[src/rtl/bus_packetizer_if.sv]
// Handshake bundle between the crypto engine, the packetizer and the bus interface block.
// master = packetizer side, slave = engine / bus-interface side.
interface bus_packetizer_if #(
  parameter int LEN_W = 4
) ();
  logic             req_valid;
  logic             req_ready;
  logic [1:0]       req_src;
  logic [1:0]       req_dest;
  logic [1:0]       req_op;
  logic [LEN_W-1:0] req_len;
  logic             in_valid;
  logic [7:0]       in_data;
  logic             in_ready;
  logic             send_valid;
  logic [7:0]       send_data;
  logic             send_ready;
  logic             ack;

  modport master (
    input  req_valid, req_src, req_dest, req_op, req_len, in_valid, in_data, send_ready,
    output req_ready, in_ready, send_valid, send_data, ack
  );

  modport slave (
    output req_valid, req_src, req_dest, req_op, req_len, in_valid, in_data, send_ready,
    input  req_ready, in_ready, send_valid, send_data, ack
  );
endinterface

[src/rtl/bus_packetizer.sv]
// Frames a transfer request plus a prefetched payload FIFO into header+payload bus packets.
// Optional PKT_TIMEOUT_EN: abort a starved packet after TIMEOUT empty PAY cycles and raise sticky err.
module bus_packetizer #(
  parameter int DEPTH   = 8,
  parameter int LEN_W   = 4,
  parameter int TIMEOUT = 255
) (
  input  logic            clk,
  input  logic            rst,
  bus_packetizer_if.master bus,
  output logic            busy
`ifdef PKT_TIMEOUT_EN
  ,
  output logic            err
`endif
);
  localparam int PW = $clog2(DEPTH);
  localparam int CW = PW + 1;

  typedef enum logic [1:0] {IDLE, HDR, PAY, GAP} state_t;

  function automatic logic [7:0] make_header(input logic [1:0] dest, input logic [1:0] src,
                                             input logic [1:0] op);
    return {2'b00, dest, src, op};
  endfunction

  logic [7:0]       mem [DEPTH];
  logic [PW-1:0]    wr_ptr, rd_ptr, rd_ptr_n;
  logic [CW-1:0]    count, count_after_pop, count_n;
  logic             push, pop, beat, abort;
  state_t           state, state_n;
  logic [7:0]       hdr, hdr_n;
  logic [LEN_W-1:0] rem, rem_n;
  logic [7:0]       head;
  logic             sv_n, ack_n;
  logic [7:0]       sd_n;

`ifdef PKT_TIMEOUT_EN
  localparam int TW = $clog2(TIMEOUT + 1);
  logic [TW-1:0] to_cnt;
`endif

  always_comb begin
    beat            = bus.send_valid && bus.send_ready;
    push            = bus.in_valid && bus.in_ready;
    pop             = beat && (state == PAY);
    count_after_pop = count - CW'(pop);
    count_n         = count_after_pop + CW'(push);
    rd_ptr_n        = rd_ptr + PW'(pop);
    // A byte pushed into an otherwise empty FIFO becomes the head this very cycle
    head            = (count_after_pop == '0) ? bus.in_data : mem[rd_ptr_n];

    state_n = state;
    hdr_n   = hdr;
    rem_n   = rem;
    abort   = 1'b0;
    case (state)
      IDLE: if (bus.req_valid && bus.req_ready) begin
        state_n = HDR;
        hdr_n   = make_header(bus.req_dest, bus.req_src, bus.req_op);
        rem_n   = bus.req_len;
      end
      HDR:  if (beat) state_n = (rem == '0) ? GAP : PAY;
      PAY: begin
        if (beat) begin
          rem_n = rem - LEN_W'(1);
          if (rem == LEN_W'(1)) state_n = GAP;
        end
`ifdef PKT_TIMEOUT_EN
        else if (!bus.send_valid && to_cnt == TW'(TIMEOUT - 1)) begin
          abort   = 1'b1;
          state_n = GAP;
          rem_n   = '0;
        end
`endif
      end
      default: state_n = IDLE;
    endcase

    // Outputs are registered, so they are derived from the next state
    sv_n  = 1'b0;
    sd_n  = 8'h00;
    ack_n = 1'b0;
    case (state_n)
      HDR: begin
        sv_n  = 1'b1;
        sd_n  = hdr_n;
        ack_n = (rem_n == '0);
      end
      PAY: begin
        sv_n  = (count_n != '0);
        sd_n  = sv_n ? head : 8'h00;
        ack_n = sv_n && (rem_n == LEN_W'(1));
      end
      GAP:     ack_n = abort;
      default: ;
    endcase
  end

  always_ff @(posedge clk) begin
    if (rst) begin
      state          <= IDLE;
      wr_ptr         <= '0;
      rd_ptr         <= '0;
      count          <= '0;
      bus.req_ready  <= 1'b0;
      bus.in_ready   <= 1'b0;
      bus.send_valid <= 1'b0;
      bus.send_data  <= 8'h00;
      bus.ack        <= 1'b0;
      busy           <= 1'b0;
    end else begin
      state          <= state_n;
      wr_ptr         <= wr_ptr + PW'(push);
      rd_ptr         <= rd_ptr_n;
      count          <= count_n;
      bus.req_ready  <= (state_n == IDLE);
      bus.in_ready   <= (count_n != CW'(DEPTH));
      bus.send_valid <= sv_n;
      bus.send_data  <= sd_n;
      bus.ack        <= ack_n;
      busy           <= (state_n != IDLE);
    end
  end

  always_ff @(posedge clk) begin
    if (push) mem[wr_ptr] <= bus.in_data;
    hdr <= hdr_n;
    rem <= rem_n;
  end

`ifdef PKT_TIMEOUT_EN
  // Counts consecutive starved PAY cycles; err stays set until reset
  always_ff @(posedge clk) begin
    if (rst) begin
      to_cnt <= '0;
      err    <= 1'b0;
    end else begin
      to_cnt <= (state == PAY && !bus.send_valid && !abort) ? to_cnt + TW'(1) : '0;
      if (abort) err <= 1'b1;
    end
  end
`endif
endmodule

[src/flat_wrapper.sv]
// flat-port wrapper written by rule: the top's interface ports become plain ports
module bus_packetizer_flat 
#(
  parameter int DEPTH   = 8,
  parameter int LEN_W   = 4,
  parameter int TIMEOUT = 255
)
  (clk, rst, busy, bus_req_valid, bus_req_src, bus_req_dest, bus_req_op, bus_req_len, bus_in_valid, bus_in_data, bus_send_ready, bus_req_ready, bus_in_ready, bus_send_valid, bus_send_data, bus_ack);
  bus_packetizer_if #(.LEN_W(LEN_W)) bus_i ();
  input  logic clk;
  input  logic rst;
  output logic busy;
  input wire logic [$bits(bus_i.req_valid)-1:0] bus_req_valid;
  input wire logic [$bits(bus_i.req_src)-1:0] bus_req_src;
  input wire logic [$bits(bus_i.req_dest)-1:0] bus_req_dest;
  input wire logic [$bits(bus_i.req_op)-1:0] bus_req_op;
  input wire logic [$bits(bus_i.req_len)-1:0] bus_req_len;
  input wire logic [$bits(bus_i.in_valid)-1:0] bus_in_valid;
  input wire logic [$bits(bus_i.in_data)-1:0] bus_in_data;
  input wire logic [$bits(bus_i.send_ready)-1:0] bus_send_ready;
  output wire logic [$bits(bus_i.req_ready)-1:0] bus_req_ready;
  output wire logic [$bits(bus_i.in_ready)-1:0] bus_in_ready;
  output wire logic [$bits(bus_i.send_valid)-1:0] bus_send_valid;
  output wire logic [$bits(bus_i.send_data)-1:0] bus_send_data;
  output wire logic [$bits(bus_i.ack)-1:0] bus_ack;
  assign bus_i.req_valid = bus_req_valid;
  assign bus_i.req_src = bus_req_src;
  assign bus_i.req_dest = bus_req_dest;
  assign bus_i.req_op = bus_req_op;
  assign bus_i.req_len = bus_req_len;
  assign bus_i.in_valid = bus_in_valid;
  assign bus_i.in_data = bus_in_data;
  assign bus_i.send_ready = bus_send_ready;
  assign bus_req_ready = bus_i.req_ready;
  assign bus_in_ready = bus_i.in_ready;
  assign bus_send_valid = bus_i.send_valid;
  assign bus_send_data = bus_i.send_data;
  assign bus_ack = bus_i.ack;
  bus_packetizer #(.DEPTH(DEPTH), .LEN_W(LEN_W), .TIMEOUT(TIMEOUT)) u_core (.clk(clk), .rst(rst), .bus(bus_i), .busy(busy));
endmodule
[config.mk]
export PLATFORM = sky130hd
export DESIGN_NAME = bus_packetizer_flat
export DESIGN_NICKNAME = d
export VERILOG_FILES = /design/src/rtl/bus_packetizer_if.sv /design/src/rtl/bus_packetizer.sv /design/src/flat_wrapper.sv
export SDC_FILE = /design/constraint.sdc
export NUM_CORES = 1
export LEC_CHECK = 0
export ABC_AREA = 1
export CORE_ASPECT_RATIO = 0.6
export CORE_MARGIN = 2
export CORE_UTILIZATION = 60
export DETAILED_ROUTE_END_ITERATION = 6
export HOLD_SLACK_MARGIN = 0.05
export PLACE_DENSITY = 0.93
export SYNTH_ARGS = -nofsm -noshare
export SYNTH_HDL_FRONTEND = slang
export SYNTH_SLANG_ARGS = --single-unit
export TNS_END_PERCENT = 50
[constraint.sdc]
create_clock -name clk -period 6 [get_ports clk]
set_input_delay 0.9 -clock clk [delete_from_list [all_inputs] [get_ports clk]]
set_output_delay 0.9 -clock clk [all_outputs]
set_load 0.03 [all_outputs]
==> flow_summary.json, run 1 <==
{
  "cts.sinks": 101,
  "die_area_um2": 8120,
  "synth_commonest_cells": "162 x nand2_1, 64 x edfxtp_1, 54 x nand3_1, 38 x nor2_1, 37 x dfxtp_1",
  "synth.most_common_cell": "nand2_1",
  "area_delta_synth_final_pct": 15.5,
  "cp_common_cell": "nand2_1",
  "async_flop_share": 0,
  "synth_cell_types": 29,
  "cts_tree": "done",
  "r2r_cells": 13,
  "place_inst": 581,
  "met1_length_um": 4020,
  "wl_met3_um": 1300,
  "path_buf_inv": 2,
  "core_um2": 7210,
  "critical_path_required_ps": 6230,
  "worstPathMaxFanout": 33,
  "worstSetupPathType": "in2reg",
  "clockBufferDepth": 2,
  "powerDensity_nw_per_um2": 293,
  "path_delay_family": "simple AND/OR/NAND/NOR gates",
  "grt_pass1_wl_um": 15600,
  "hold_viol_final": 0,
  "syn_nets": 504,
  "routedWlPerCell_um": 16.5,
  "cts_max_level": 3,
  "final_net_count": 537,
  "drtAntennaViolNets": 0,
  "wl_met2_um": 4370,
  "synth_edf_count": 64,
  "min_period_ps": 3700,
  "cp.arrival_ps": 3930,
  "critical_path_cell_count": 13,
  "finalInstanceArea_um2": 5120,
  "hold_depth": 2,
  "endpoint_kind": "register",
  "diodes": 0,
  "power.leakage_nw": 2.10,
  "hold_buffers": 0,
  "relSlewSlack": 0.302,
  "top_layer": "met4",
  "grt_setup_unrepaired": "no",
  "portBuffers": 35,
  "cts_root_buffer": "clkbuf_16",
  "clkLatencyLatePin_ps": 350,
  "ios": 36,
  "drt-initial-drc-count": 496,
  "synth_seq_cells": 101,
  "dr_total_vias": 3342,
  "grt_max_degree": 34,
  "cpPeakStageDelay_ps": 890,
  "slew_violations": 0,
  "yosysTopAreaCellShare": 0.433,
  "synth_warnings": 0,
  "fin_cells": 597,
  "grt_pass1_vias": 3135,
  "place_congestion": 0.896,
  "start_util": 0.615,
  "clock_skew_ps": 5.85,
  "worstMarginPinSlew_ps": 1050,
  "dp_hpwl_um": 6660,
  "cap_viol_max_count": 0,
  "startpoint_type": "primary input",
  "synthCells": 468,
  "grt.total_usage": 0.261,
  "hp-class": "reg2reg",
  "antenna_found_initial": 0,
  "setup_viol": 0,
  "clk_pin_slew_ps": 60,
  "fp.dieW_um": 115,
  "utilization": 0.711,
  "via_per_inst": 5.60,
  "synth_area_um2": 4440,
  "drcViolationCount": 0,
  "hold_ws_ps": 439,
  "ys.flop_type": "edfxtp_1",
  "wl_um": 9880,
  "placed_area_um2": 4830,
  "cts_resized": 0,
  "ir_worst_vdd_uv": 249,
  "fin_tns_setup_ps": 0,
  "cts_setup_buffers": 0,
  "dr.pass1.iters": 5,
  "outcome": "complete, no violations",
  "rows": 24,
  "synth_top_area_cell": "edfxtp_1",
  "syn_area_per_cell_um2": 9.48,
  "numCtsBuffers": 9,
  "fin_crit_sh": 0.616,
  "yosysSeqAreaShare": 0.600,
  "synth.area.top_cells": "edfxtp_1 43%, dfxtp_1 17%, nand2_1 14%, nand3_1 6.1%, ha_1 3.7%",
  "drive_above_1_share": 0.0810,
  "timing.fmax_mhz": 270,
  "overflow": 0,
  "die_height_um": 70.6,
  "cp_slowest_cell": "ha_1",
  "path_cells": "clkdlybuf4s50_1, nand2_1, nor2_1, ha_1, inv_2, nand2_1, nand3_1, nand2_1, nand2_1, nand3_1, nand2_1, nand2_1, a21oi_1"
}
placed cells by master, fill, tap and decap left out, types with 9 or more instances in the layout:
cell type	Yosys	final
a21oi_1	13	13
clkbuf_16	0	9
clkdlybuf4s50_1	0	35
dfxtp_1	37	37
edfxtp_1	64	64
ha_1	13	13
inv_1	35	35
nand2_1	162	162
nand3_1	54	54
nor2_1	38	38
through the flow:
step	total power, mW	setup slack [ps]
after detailed placement	0.944	2020
after CTS	1.50	2370
after global placement	0.938	2180
after floorplan	0.888	3310
after global routing	1.55	2080
final	1.50	2300
routing by layer:
| metal | GRT usage | up-vias |
|---|---|---|
| met5 | 0 | - |
| met4 | 0.0924 | 0 |
| met3 | 0.0943 | 19 |
| met2 | 0.380 | 190 |
| met1 | 0.367 | 1545 |
| li1 | - | 1588 |
worst min-delay path: stages, from the launching register on:
cell     delay (ps)
dfxtp_1         300
inv_1            50
nor2_1           50
cell families (layout without fill, tap and decap cells):
kind of cell             count (synthesis)  after routing  synth area share
XOR/XNOR                                 3              3           0.00931
buffers and inverters                   53             91            0.0494
AND/OR/NAND/NOR                        276            276             0.274
adder cells (fa/ha/maj)                 13             13            0.0367
flip-flops                             101            101             0.600
AO/OA/AOI/OAI                           22             22            0.0299
cell type report:
type / count / area, µm²
Fill cell: 494 / 2090
Multi-Input combinational cell: 314 / 1550
Sequential cell: 101 / 2660
Clock inverter: 7 / 65.1
Tap cell: 91 / 114
Clock buffer: 9 / 225
Inverter: 40 / 150
Timing Repair Buffer: 35 / 350
report_power, final:
part | internal, mW | switching, mW | total (mW)
Clock | 0.320 | 0.249 | 0.569
Combinational | 0.0559 | 0.0935 | 0.149
Sequential | 0.767 | 0.0164 | 0.784
Total | 1.14 | 0.359 | 1.50
flip-flops by register name, indices dropped and copies added (netlist names):
register and cells:
u_core.bus.ack 1, u_core.bus.in_ready 1, u_core.bus.req_ready 1, u_core.bus.send_data 8
u_core.bus.send_valid 1, u_core.busy 1, u_core.count 4, u_core.hdr 8
u_core.mem 64, u_core.rd_ptr 3, u_core.rem 4, u_core.state 2
u_core.wr_ptr 3
final timing paths:
kind | startpoint | endpoint | slack (ps)
worst max-delay path | bus_send_ready | u_core.bus.send_data[2] | 2300
worst min-delay path | u_core.hdr[7] | u_core.hdr[7] | 440
worst max register to register | u_core.state[0] | u_core.bus.send_data[2] | 2840
worst min register to register | u_core.hdr[7] | u_core.hdr[7] | 440
Power figures use the tool's default switching activity.
==> inputs of run 2 (changes only) <==
- CORE_UTILIZATION: 60 -> 58
- PLACE_DENSITY: 0.93 -> 0.91
- clock period: 6 -> 3.6 ns (I/O delays scaled with it)
==> run 2 against run 1 <==
- combinational power up 70%
- register-to-register slack worse by 1900 ps
- worst hold slack better by 15 ps
- global-route usage shrank 1.4 points
- clock skew up 1.5 ps
- sequential share of layout area about the same
- utilization is 1.2 points lower
- clock power rose by 50%
- die area increased by 3.3%
- cell count rose by 2.3%
- sequential power is 67% higher
==> flow_summary.json, run 2 (synthesis gave the netlist of run 1 again) <==
{
  "outcome": "complete, no violations",
  "worstSetupPathType": "in2reg",
  "grt_pass1_wl_um": 15400,
  "setup_viol": 0,
  "final_net_count": 539,
  "finalInstanceArea_um2": 5120,
  "ir_worst_vdd_uv": 362,
  "drtAntennaViolNets": 0,
  "drcViolationCount": 0,
  "rows": 24,
  "drive_above_1_share": 0.0809,
  "portBuffers": 35,
  "largest_reg_flops": 64,
  "timing.rr.start": "u_core.state[0]",
  "r2r_cells": 15,
  "startpoint_type": "primary input",
  "path_cells": "clkdlybuf4s50_1, nand2_1, nor2_1, ha_1, ha_1, inv_1, ha_1, inv_1, nand2_1, nor2_2, nand2_1, nand2_1, nor2_1, nor2_1, nor2_1",
  "relSlewSlack": 0.425,
  "critical_path_cell_count": 15,
  "wl_um": 9560,
  "cp_slowest_cell": "clkdlybuf4s50_1",
  "die_area_um2": 8390,
  "die_height_um": 71.7,
  "hold_ws_ps": 454,
  "cap_viol_max_count": 0,
  "hold_depth": 2,
  "place_inst": 596,
  "fin_crit_sh": 0.785,
  "hold_path_end": "u_core.hdr[4]",
  "fillers": 537,
  "cts_setup_buffers": 0,
  "placed_area_um2": 4860,
  "fp.dieW_um": 117,
  "overflow": 0,
  "path_buf_inv": 3,
  "cts_tree": "done",
  "cts_root_buffer": "clkbuf_16",
  "worstMarginPinSlew_ps": 859,
  "regArea_um2": 2660,
  "via_per_inst": 5.39,
  "min_period_ps": 2830,
  "endpoint_kind": "register",
  "cts_resized": 0,
  "layout_commonest_cell": "nand2_1",
  "hold_viol_final": 0,
  "grt_pass1_vias": 3121,
  "numCtsBuffers": 9,
  "hp-class": "reg2reg",
  "r2r-end": "u_core.bus.send_data[6]",
  "core_um2": 7330,
  "path_delay_family": "simple AND/OR/NAND/NOR gates",
  "dp_hpwl_um": 6460,
  "ios": 36,
  "regToRegSetupSlack_ps": 970,
  "utilization": 0.699,
  "cts.sinks": 101,
  "dr.pass1.iters": 6,
  "clock_skew_ps": 7.39,
  "clockBufferDepth": 2,
  "start_util": 0.605,
  "slew_violations": 0,
  "fin_tns_setup_ps": 0,
  "worstPathMaxFanout": 5,
  "clk_pin_slew_ps": 60,
  "cts_max_level": 3,
  "reg_top3": "u_core.mem: 64 flops, u_core.bus.send_data: 8 flops, u_core.hdr: 8 flops",
  "hold_buffers": 0,
  "antenna_found_initial": 0,
  "grt.total_usage": 0.248,
  "drt-initial-drc-count": 286,
  "cp.arrival_ps": 3060,
  "timing.fmax_mhz": 354,
  "multi_input_area_um2": 1550,
  "grt_setup_unrepaired": "no",
  "routedWlPerCell_um": 15.6,
  "critical_path_required_ps": 3840,
  "grt_max_degree": 34,
  "place_congestion": 0.944,
  "area_delta_synth_final_pct": 15.4,
  "power.leakage_nw": 2.10,
  "hp-start": "u_core.hdr[4]",
  "diodes": 0,
  "clkLatencyLatePin_ps": 350,
  "powerDensity_nw_per_um2": 472,
  "cpPeakStageDelay_ps": 450,
  "mostFrequentLayoutCells": "162 x nand2_1, 64 x edfxtp_1, 54 x nand3_1, 38 x nor2_1, 37 x dfxtp_1",
  "fin_cells": 611,
  "dr_total_vias": 3296,
  "top_register": "u_core.mem"
}
-- run 2: area by class of cell --
cell class / count / share of cell area
clock inverter: 5 / 0.00562
timing repair buffer: 37 / 0.0714
sequential: 101 / 0.520
multi-input combinational: 314 / 0.304
clock buffer: 10 / 0.0447
inverter: 40 / 0.0293
tap: 104 / 0.0254
-- run 2: worst max path at each step --
stage | startpoint | endpoint | slack, ps
after CTS | bus_send_ready | u_core.bus.send_data[6] | 800
after global routing | bus_send_ready | u_core.bus.send_data[6] | 490
final | bus_send_ready | u_core.bus.send_data[6] | 770
after floorplan | u_core.bus.send_valid | u_core.bus.send_data[6] | 1250
after global placement | bus_send_ready | u_core.bus.send_data[6] | 600
after detailed placement | bus_send_ready | u_core.bus.send_data[6] | 510
-- run 2: worst reg2reg max path, cell delays in order (launching register included) --
cell     delay, ps
dfxtp_1        330
inv_1          110
nand2_1        120
nor2_1         340
ha_1           340
ha_1           300
inv_1           90
ha_1           230
inv_1           70
nand2_1         60
nor2_2         220
nand2_1         80
nand2_1         80
nor2_1          40
nor2_1          70
nor2_1          40
-- run 2: per-layer routing --
layer | up-vias | GRT usage | share of wire
li1 | 1598 | - | -
met1 | 1529 | 0.337 | 0.43
met2 | 152 | 0.381 | 0.46
met3 | 17 | 0.0846 | 0.099
met4 | 0 | 0.0771 | 0.012
met5 | - | 0 | 0
-- run 2: metrics by stage --
step	worst slack, ps	power (mW)
after floorplan	1250	1.48
after global placement	601	1.56
after detailed placement	514	1.58
after CTS	801	2.41
after global routing	495	2.50
final	773	2.41
-- run 2: power breakdown --
part / leakage [nW] / switching [mW] / internal (mW) / total, mW
clock network: 0.122 / 0.396 / 0.459 / 0.856
registers: 0.881 / 0.0274 / 1.28 / 1.31
logic: 1.09 / 0.159 / 0.0935 / 0.253
total: 2.10 / 0.583 / 1.83 / 2.41
==> inputs of run 3 (changes only) <==
- clock period: 3.6 -> 2.95 ns (I/O delays scaled with it)
==> run 3 against run 2 <==
- the run now ends with DRC left
- clock skew grew 5.0 ps
- global-route usage grew 2.3 points
- clock power grew 25%
- combinational power grew 25%
- wire length grew 11%
- utilization grew 1.7 points
- total power grew 24%
- largest cell class unchanged
==> flow_summary.json, run 3 (synthesis gave the netlist of run 1 again) <==
{
  "outcome": "finished with violations",
  "violations": "DRC",
  "cp_common_cell": "nand2_4",
  "path_cells": "clkdlybuf4s50_1, nand2_1, nor2_1, ha_1, ha_1, inv_1, nand2_1, nand2_4, nand2_4, inv_2, nand2_4, nand2_4, a21oi_4, nand2_1, a21oi_1",
  "grt_pass1_vias": 3370,
  "cts_root_buffer": "clkbuf_16",
  "gr-usage-met2": 0.457,
  "hp-start": "u_core.hdr[7]",
  "mostFrequentLayoutCells": "162 x nand2_1, 64 x edfxtp_1, 54 x nand3_1, 38 x nor2_1, 37 x dfxtp_1",
  "worstSetupPathType": "in2reg",
  "wl_um": 10600,
  "core_um2": 7330,
  "cts_tree": "done",
  "grt_pass1_wl_um": 16600,
  "power.leakage_nw": 2.18,
  "dp_hpwl_um": 7610,
  "path_buf_inv": 3,
  "top_usage_layer": "met2",
  "relSlewSlack": 0.504,
  "final_net_count": 553,
  "drt-initial-drc-count": 413,
  "grt_max_degree": 20,
  "power_mw": 2.99,
  "grt_setup_unrepaired": "no",
  "fp.dieW_um": 117,
  "critical_path_cell_count": 15,
  "critical_path_required_ps": 3220,
  "place_congestion": 0.877,
  "numCtsBuffers": 9,
  "clockBufferDepth": 2,
  "area_delta_synth_final_pct": 18.3,
  "fin_tns_setup_ps": 0,
  "worstMarginPinSlew_ps": 742,
  "antenna_found_initial": 0,
  "cap_viol_max_count": 0,
  "use_met3": 0.0761,
  "grt.total_usage": 0.271,
  "clock_skew_ps": 12.3,
  "hold_ws_ps": 441,
  "utilization": 0.716,
  "diodes": 0,
  "drcViolationCount": 1,
  "cts_max_level": 3,
  "cp_slowest_cell": "clkdlybuf4s50_1",
  "cp.arrival_ps": 2920,
  "ios": 36,
  "fin_crit_sh": 0.896,
  "via_per_inst": 5.52,
  "fillers": 538,
  "ir_worst_vdd_uv": 410,
  "startpoint_type": "primary input",
  "drtAntennaViolNets": 0,
  "largest_reg_flops": 64,
  "placed_area_um2": 4980,
  "cts_resized": 0,
  "dr_total_vias": 3454,
  "timing.rr.start": "u_core.state[0]",
  "hp-class": "reg2reg",
  "cpPeakStageDelay_ps": 470,
  "worstPathMaxFanout": 8,
  "portBuffers": 35,
  "grt_use_met1": 0.343,
  "timing.fmax_mhz": 378,
  "powerDensity_nw_per_um2": 569,
  "setup_viol": 0,
  "die_height_um": 71.7,
  "cts_setup_buffers": 0,
  "die_area_um2": 8390,
  "endpoint_kind": "register",
  "top_register": "u_core.mem",
  "slew_violations": 0,
  "hold_viol_final": 0,
  "r2r_cells": 15,
  "dr.pass1.iters": 7,
  "clk_pin_slew_ps": 70,
  "overflow": 0,
  "routedWlPerCell_um": 16.9,
  "clkLatencyLatePin_ps": 350,
  "reg_top3": "u_core.mem: 64 flops, u_core.bus.send_data: 8 flops, u_core.hdr: 8 flops",
  "layout_commonest_cell": "nand2_1",
  "startpoint": "bus_send_ready",
  "hold_buffers": 0,
  "start_util": 0.605,
  "hold_depth": 2,
  "min_period_ps": 2640,
  "drive_above_1_share": 0.107,
  "path_delay_family": "simple AND/OR/NAND/NOR gates",
  "finalInstanceArea_um2": 5250,
  "rows": 24,
  "cts.sinks": 101
}
run 3: worst paths after layout:
path,endpoint,slack [ps]
worst max-delay path,u_core.bus.send_data[3],310
worst min-delay path,u_core.hdr[7],440
worst max register to register,u_core.bus.send_data[3],440
worst min register to register,u_core.hdr[7],440
run 3: metrics by stage:
step                      instances  worst slack [ps]
after floorplan                 468               599
after global placement          610               199
after detailed placement        610              37.4
after CTS                       626               310
after global routing            626              84.7
final                           626               306
run 3: power breakdown:
part | internal, mW | switching [mW]
logic | 0.115 | 0.201
registers | 1.56 | 0.0363
clock network | 0.565 | 0.507
run 3: area by class of cell:
| cell class | instances | area, µm² | share of cell area |
|---|---|---|---|
| clock inverters | 7 | 41.3 | 0.00787 |
| multi-input cells | 314 | 1550 | 0.296 |
| flip-flops and latches | 101 | 2660 | 0.508 |
| well taps | 104 | 130 | 0.0248 |
| repair buffers | 51 | 483 | 0.0921 |
| clock buffers | 9 | 225 | 0.0429 |
| inverters | 40 | 150 | 0.0286 |
run 3: worst reg2reg max path: stages (launching register included):
cell and delay, ps:
dfxtp_1 310, inv_1 100, nand2_1 140, nor2_1 260, ha_1 300, ha_1 250
inv_1 80, nand2_1 110, nand2_4 100, nand2_4 80, inv_2 40, nand2_4 70
nand2_4 60, a21oi_4 250, nand2_1 130, a21oi_1 150
run 3: routing by layer:
layer,part of all wire,vias to the layer above
li1,-,1626
met1,0.41,1634
met2,0.48,170
met3,0.089,24
met4,0.017,0
met5,0,-
